[src/rtl/fifo_reader_pkg.sv]
// -----------------------------------------------------------------------------
// fifo_reader_pkg
// Shared types and sizing helpers for the fifo_pop_reader block.
//   state_t     : reader FSM states (IDLE, RUN, FLUSH)
//   drop_cnt_w  : width of the flush drop counter for a given FIFO depth
//                 (one bit of headroom over the depth so a full FIFO fits)
// -----------------------------------------------------------------------------
package fifo_reader_pkg;

    typedef enum logic [1:0] {
        IDLE  = 2'd0,
        RUN   = 2'd1,
        FLUSH = 2'd2
    } state_t;

    function automatic int drop_cnt_w(input int depth);
        return $clog2(depth + 1) + 1;
    endfunction

    localparam int DEFAULT_DEPTH  = 8;
    localparam int DEFAULT_DROP_W = drop_cnt_w(DEFAULT_DEPTH);

endpackage

[src/rtl/fifo_skid_buf.sv]
// -----------------------------------------------------------------------------
// fifo_skid_buf
// Two-entry in-order valid/ready buffer. Entry 0 is the head and drives the
// registered output directly; entry 1 is the skid slot used while the
// downstream stalls.
// Ports:
//   clk, rst   : clock, synchronous active-high reset
//   wr, din    : write strobe and data (caller never writes when full unless a
//                read completes in the same cycle)
//   rd_ready   : downstream ready
//   dout, valid: registered head word and its valid
//   occ        : occupancy 0..2
// -----------------------------------------------------------------------------
module fifo_skid_buf #(
    parameter int width = 16
) (
    input  logic             clk,
    input  logic             rst,
    input  logic             wr,
    input  logic [width-1:0] din,
    input  logic             rd_ready,
    output logic [width-1:0] dout,
    output logic             valid,
    output logic [1:0]       occ
);

    logic [width-1:0] d1;
    logic             v1;
    logic             rd;

    assign rd  = valid && rd_ready;
    // Entry 1 is only ever valid behind a valid entry 0.
    assign occ = {v1, valid & ~v1};

    // NOTE: sequential state uses non-blocking assignments so every flop
    // samples the pre-edge values regardless of statement order.
    always_ff @(posedge clk) begin
        if (rst) begin
            valid <= 1'b0;
            v1    <= 1'b0;
            dout  <= '0;
            // NOTE: the skid slot holds no observable value while v1=0; it is
            // cleared anyway so the whole buffer shares one reset branch.
            d1    <= '0;
        end else if (rd) begin
            if (v1) begin
                dout <= d1;
                if (wr) d1 <= din;   // shift and refill: occupancy stays 2
                else    v1 <= 1'b0;
            end else begin
                if (wr) dout  <= din; // pass-through: occupancy stays 1
                else    valid <= 1'b0;
            end
        end else if (wr) begin
            if (!valid) begin
                dout  <= din;
                valid <= 1'b1;
            end else begin
                d1 <= din;
                v1 <= 1'b1;
            end
        end
    end

endmodule

[src/rtl/fifo_pop_reader.sv]
// -----------------------------------------------------------------------------
// fifo_pop_reader
// Consumer-side engine for the flop FIFO: pops words while the FIFO is
// non-empty and the skid buffer has room, and presents them on a registered
// valid/ready stream. A flush request drains the FIFO and discards its words,
// counting the discards.
// Ports:
//   clk, rst               : clock, synchronous active-high reset
//   fifo_dout, fifo_pndng  : FIFO head word and non-empty flag
//   fifo_pop               : combinational pop strobe to the FIFO
//   out_data, out_valid    : registered downstream stream
//   out_ready              : downstream ready
//   out_parity             : even parity of out_data (FIFO_READER_PARITY_EN only)
//   flush                  : one-cycle drain request (ignored while flushing)
//   flush_busy             : high while flushing
//   flush_drops            : words discarded by the last flush, saturating
// Optional feature macro: FIFO_READER_PARITY_EN
// -----------------------------------------------------------------------------
module fifo_pop_reader
    import fifo_reader_pkg::*;
#(
    parameter int width = 16,
    parameter int depth = 8
) (
    input  logic                         clk,
    input  logic                         rst,
    input  logic [width-1:0]             fifo_dout,
    input  logic                         fifo_pndng,
    output logic                         fifo_pop,
    output logic [width-1:0]             out_data,
    output logic                         out_valid,
    input  logic                         out_ready,
`ifdef FIFO_READER_PARITY_EN
    output logic                         out_parity,
`endif
    input  logic                         flush,
    output logic                         flush_busy,
    output logic [drop_cnt_w(depth)-1:0] flush_drops
);

    localparam int               drop_w   = drop_cnt_w(depth);
    localparam logic [drop_w-1:0] drop_max = '1;

`ifdef FIFO_READER_PARITY_EN
    // Parity travels through the buffer as an extra bit so it stays aligned
    // with its word.
    localparam int buf_w = width + 1;
`else
    localparam int buf_w = width;
`endif

    state_t           state;
    state_t           state_next;
    logic [1:0]       occ;
    logic             beat;
    logic             run_pop;
    logic             drain_pop;
    logic [buf_w-1:0] buf_din;
    logic [buf_w-1:0] buf_dout;

    assign beat = out_valid && out_ready;

    // NOTE: every combinational output gets a default before the case so no
    // path leaves it unassigned (which would infer a latch).
    always_comb begin
        run_pop   = 1'b0;
        drain_pop = 1'b0;
        case (state)
            // Room exists when not full, or when full but the head leaves now.
            // A flush request suppresses the pop in its own cycle.
            RUN:     run_pop   = fifo_pndng && !flush && (occ != 2'd2 || beat);
            // Discard only once every buffered word has been delivered.
            FLUSH:   drain_pop = fifo_pndng && (occ == 2'd0);
            default: ;
        endcase
    end

    assign fifo_pop   = run_pop || drain_pop;
    assign flush_busy = (state == FLUSH);

    always_comb begin
        state_next = state;
        case (state)
            IDLE:    state_next = RUN;
            RUN:     if (flush) state_next = FLUSH;
            FLUSH:   if (occ == 2'd0 && !fifo_pndng) state_next = RUN;
            default: state_next = IDLE;
        endcase
    end

    always_ff @(posedge clk) begin
        if (rst) begin
            state       <= IDLE;
            flush_drops <= '0;
        end else begin
            state <= state_next;
            if (state == RUN && flush)
                flush_drops <= '0;
            else if (drain_pop && flush_drops != drop_max)
                flush_drops <= flush_drops + drop_w'(1);
        end
    end

`ifdef FIFO_READER_PARITY_EN
    assign buf_din    = {^fifo_dout, fifo_dout};
    assign out_data   = buf_dout[width-1:0];
    assign out_parity = buf_dout[width];
`else
    assign buf_din    = fifo_dout;
    assign out_data   = buf_dout;
`endif

    fifo_skid_buf #(
        .width (buf_w)
    ) u_skid (
        .clk      (clk),
        .rst      (rst),
        .wr       (run_pop),
        .din      (buf_din),
        .rd_ready (out_ready),
        .dout     (buf_dout),
        .valid    (out_valid),
        .occ      (occ)
    );

endmodule
[config.mk]
export PLATFORM = sky130hd
export DESIGN_NAME = fifo_pop_reader
export DESIGN_NICKNAME = d
export VERILOG_FILES = /design/src/rtl/fifo_reader_pkg.sv /design/src/rtl/fifo_skid_buf.sv /design/src/rtl/fifo_pop_reader.sv
export SDC_FILE = /design/constraint.sdc
export NUM_CORES = 1
export LEC_CHECK = 0
export ABC_AREA = 1
export BUFFER_PORTS_ARGS = -buffer_cell sky130_fd_sc_hd__buf_2
export CELL_PAD_IN_SITES_DETAIL_PLACEMENT = 1
export CELL_PAD_IN_SITES_GLOBAL_PLACEMENT = 2
export CORE_MARGIN = 2
export CORE_UTILIZATION = 30
export DETAILED_ROUTE_END_ITERATION = 6
export PLACE_DENSITY_LB_ADDON = 0.1
export SYNTH_ARGS = -nofsm -noshare
export SYNTH_HDL_FRONTEND = slang
export SYNTH_SLANG_ARGS = --single-unit
[constraint.sdc]
create_clock -name clk -period 1.8 [get_ports clk]
set_input_delay 0.09 -clock clk [delete_from_list [all_inputs] [get_ports clk]]
set_output_delay 0.09 -clock clk [all_outputs]
set_load 0.05 [all_outputs]
==> flow_summary.rst <==
.. list-table::
   :header-rows: 1

   * - Metric
     - Value
   * - Number of diodes
     - 0
   * - Top-level I/O count
     - 45
   * - Share of power burned in combinational logic
     - 15.1%
   * - Critical Path AT
     - 1510 ps
   * - Root buffer cell
     - sky130_fd_sc_hd__clkbuf_8
   * - Slew HR
     - 73.7%
   * - Type of the worst setup path
     - reg2out
   * - Number of port buffers
     - 44
   * - Die width
     - 89.7 um
   * - Die ar.
     - 8050 um2
   * - Via density per instance
     - 4.29
   * - Hold Fails Final Rpt
     - 0
   * - Dominant combinational cell family by area after synthesis
     - simple AND/OR/NAND/NOR gates
   * - Cell type contributing the most total cell area after synthesis
     - sky130_fd_sc_hd__dfxtp_1
   * - Worst-Margin Slew
     - 394 ps
   * - Layout overhead on the synthesized area
     - 19.9%
   * - Psw
     - 544 uW
   * - Final worst path period need
     - 1600 ps
   * - Row count
     - 31
   * - Max VDD drop
     - 0.000332 V
   * - Setup TNS
     - 0 ps
   * - CTS clk-pin slew, worst paths
     - 70 ps
   * - Antenna violations before repair
     - 0
   * - Max Clk Rate
     - 0.625 GHz
   * - Synthesized-area fraction occupied by and/or/nand/nor cells
     - 42.8%
   * - CTS tree
     - built
   * - Max-capacitance violation count
     - 0
   * - Number of global-route vias before repair
     - 1914
   * - Pwr Density
     - 766 nW/um2
   * - Number of gates resized after cts
     - 0
   * - Fin crit share
     - 88.9%
   * - Fraction of post-synthesis cell area in the top cell type by area
     - 37.2%
   * - Fraction of the mapped netlist area in compound gates
     - 6.24%
   * - Count of final max-slew check failures
     - 0
   * - Global-route usage over all layers
     - 14.2%
   * - Final worst hold slack
     - 105 ps
   * - Last weighted congestion value of the routability-driven placer
     - 0.780
   * - Nets
     - 384
   * - H-Tree Level Count
     - 2
   * - Cell Area, Synth
     - 2200 um2
   * - Post-Route WL
     - 5.60 mm
   * - Half-perimeter wire length after placement
     - 3.84 mm
   * - TritonCTS Sinks
     - 41
   * - Largest clock skew in the final design
     - 11.3 ps
   * - Yosys warning count
     - 0
   * - Fraction of power consumed by the clock network
     - 38.2%
   * - Instance count of the mapped netlist
     - 313
   * - Register share of total power
     - 46.7%
   * - Remaining global-route overflow
     - 0
   * - Routed wire length per instance
     - 12.1 um
   * - Avg Synthesized Cell Area
     - 7.04 um2
   * - Final setup violating endpoints
     - 0
   * - Detailed-route DRC error count
     - 0
   * - #FFs+latches synth
     - 41
   * - Multiplexer fraction of the synthesized cell area
     - 0%
   * - Power Internal
     - 1.48 mW
   * - Net count after synthesis
     - 336
   * - Post-synthesis adder-cell area fraction
     - 1.14%
   * - Starting Density
     - 30.7%
   * - Count of cell types in the netlist
     - 26
   * - Result of the run
     - complete, no violations
   * - Largest net degree at the start of global routing
     - 33
   * - Slowest stage delay, CP
     - 560 ps
   * - HP Class
     - in2reg
   * - Overall die height
     - 89.7 um
   * - Cell types occupying the most area after synthesis
     - sky130_fd_sc_hd__dfxtp_1 37%, sky130_fd_sc_hd__nand2_1 15%, sky130_fd_sc_hd__nor2_1 7.8%, sky130_fd_sc_hd__nand3b_1 5.4%, sky130_fd_sc_hd__a21oi_1 5.2%
   * - CTS Buf Count
     - 5
   * - Max FO, Critical Path
     - 7
   * - CP required
     - 1710 ps
   * - Count of vias placed by the detailed router
     - 1976
   * - Pwr Total
     - 2.03 mW
   * - Share of layout cells above drive strength 1
     - 24.6%
   * - Core area
     - 7180 um2
   * - Net switching share of the total power
     - 26.8%
   * - Sequential fraction of the synthesis area
     - 37.2%
   * - Detailed router's first-iteration violation count
     - 61
   * - Setup repair after global routing missed its margin
     - false
   * - Detailed Routing Iterations Pass 1
     - 4
   * - Cell chain of the critical path
     - nand2_4 -> nand2_2 -> nand4_2 -> nand2_1 -> buf_2
   * - Maximum buffer depth of the clock tree
     - 2
   * - First-pass GRT wire length
     - 9.36 mm
   * - Xor/xnor share of the synthesized area
     - 0.397%
   * - Slowest cell on the critical path
     - sky130_fd_sc_hd__dfxtp_1
   * - Post-DRT Antenna Nets
     - 0
   * - Clock insertion delay at the later pin of the skew report
     - 300 ps
   * - Critical Path Sink Type
     - output port
   * - Static Leakage
     - 1.27 nW
   * - Startpoint class of the critical path
     - flip-flop
## cells by family (layout without fill, tap and decap cells)
logic type,after synthesis,after routing
compound gates,27,27
xor+xnor,1,1
fa+ha+maj,2,2
buf+inv,46,95
flops,41,41
simple gates,196,196
## flip-flops by register name, indices dropped and copies added (netlist names)
register	count
u_skid.d1	16
u_skid.dout	16
flush_drops	5
state	2
u_skid.v1	1
u_skid.valid	1
## placed cells by master (no fill, tap or decap)
master                          count
sky130_fd_sc_hd__nand2_1           89
sky130_fd_sc_hd__ha_1               2
sky130_fd_sc_hd__inv_2              2
sky130_fd_sc_hd__dlygate4sd3_1      1
sky130_fd_sc_hd__dfxtp_1           41
sky130_fd_sc_hd__buf_4              8
sky130_fd_sc_hd__bufinv_16          1
sky130_fd_sc_hd__inv_1             29
sky130_fd_sc_hd__nand4_2            1
sky130_fd_sc_hd__nand3_1           16
sky130_fd_sc_hd__o21ai_0            3
sky130_fd_sc_hd__xor2_1             1
sky130_fd_sc_hd__a21oi_1           23
sky130_fd_sc_hd__buf_12             3
sky130_fd_sc_hd__or2_0              1
sky130_fd_sc_hd__nor2_2            10
sky130_fd_sc_hd__clkbuf_8           6
sky130_fd_sc_hd__o31ai_1            1
sky130_fd_sc_hd__nand2_4            3
sky130_fd_sc_hd__nand3b_1          16
sky130_fd_sc_hd__nor2_4             4
sky130_fd_sc_hd__nand2_2            3
sky130_fd_sc_hd__nor2_1            46
sky130_fd_sc_hd__nand4_1            2
sky130_fd_sc_hd__buf_2             44
sky130_fd_sc_hd__nand3_2            4
sky130_fd_sc_hd__clkbuf_1           1
sky130_fd_sc_hd__nor3_1             1
## synth_stat cells
| cell type | n |
|---|---|
| sky130_fd_sc_hd__a21oi_1 | 23 |
| sky130_fd_sc_hd__buf_1 | 2 |
| sky130_fd_sc_hd__buf_2 | 1 |
| sky130_fd_sc_hd__buf_4 | 2 |
| sky130_fd_sc_hd__buf_6 | 5 |
| sky130_fd_sc_hd__clkbuf_8 | 5 |
| sky130_fd_sc_hd__dfxtp_1 | 41 |
| sky130_fd_sc_hd__ha_1 | 2 |
| sky130_fd_sc_hd__inv_1 | 29 |
| sky130_fd_sc_hd__inv_2 | 2 |
| sky130_fd_sc_hd__nand2_1 | 89 |
| sky130_fd_sc_hd__nand2_2 | 3 |
| sky130_fd_sc_hd__nand2_4 | 3 |
| sky130_fd_sc_hd__nand3_1 | 16 |
| sky130_fd_sc_hd__nand3_2 | 4 |
| sky130_fd_sc_hd__nand3b_1 | 16 |
| sky130_fd_sc_hd__nand4_1 | 2 |
| sky130_fd_sc_hd__nand4_2 | 1 |
| sky130_fd_sc_hd__nor2_1 | 46 |
| sky130_fd_sc_hd__nor2_2 | 10 |
| sky130_fd_sc_hd__nor2_4 | 4 |
| sky130_fd_sc_hd__nor3_1 | 1 |
| sky130_fd_sc_hd__o21ai_0 | 3 |
| sky130_fd_sc_hd__o31ai_1 | 1 |
| sky130_fd_sc_hd__or2_0 | 1 |
| sky130_fd_sc_hd__xor2_1 | 1 |
## worst max-delay path, delay by kind of cell, from the launching register on
kind                   cells  cell delay [ps]
AND/OR/NAND/NOR            4              410
flip-flops                 1              560
buffers and inverters      1              250
## power by group through the flow
stage / registers, mW / clock network [mW] / logic [mW]
4_1_cts: 0.945 / 0.812 / 0.310
3_3_place_gp: 0.965 / 0 / 0.307
5_1_grt: 0.949 / 0.845 / 0.339
6_report: 0.945 / 0.774 / 0.306
2_1_floorplan: 1.03 / 0 / 0.155
3_5_place_dp: 0.966 / 0 / 0.307
## final cells by class
type / count / area [um2]
fill: 945 / 4530
multi-input combinational: 226 / 1110
sequential: 41 / 821
timing repair buffer: 56 / 350
tap: 99 / 124
inverter: 31 / 116
clock buffer: 7 / 86.3
clock inverter: 1 / 30.0
## per-stage QoR
step                setup WS, ps  instances  area [um2]  util, %
finish                       201        461        2640     36.8
floorplan                   15.6        313        2200        -
global route                29.0        461        2640     36.8
global placement             173        451        2510     35.0
CTS                          106        460        2640     36.7
detailed placement           157        451        2510     35.0
## metal layers
metal / vias to the layer above / wire length, um / global-route usage, %
li1: 1066 / - / -
met4: 0 / 65 / 3.85
met3: 7 / 219 / 3.27
met5: - / 0 / 0
met1: 867 / 2810 / 19.0
met2: 36 / 2510 / 23.2
## repair_timing
| action | 4_1_cts | 5_1_grt |
|---|---|---|
| hold endpoints to repair | 1 | 0 |
| buffers inserted | 0 | 1 |
| endpoints found under the setup margin | 0 | 3 |
| hold buffers | 1 | 0 |
## path summary, 6_finish.rpt
path                                 from                            to  slack (ps)  cells after the start
max             u_skid.valid$_SDFFE_PP0P_                      fifo_pop         200                      5
max reg2reg   flush_drops[0]$_SDFFE_PP0P_   flush_drops[2]$_SDFFE_PP0P_         220                      9
min                                 flush         state[1]$_SDFFE_PP0P_         100                      3
min reg2reg  u_skid.dout[15]$_SDFFE_PP0P_  u_skid.dout[15]$_SDFFE_PP0P_         480                      2
(Power assumes the default switching activity.)
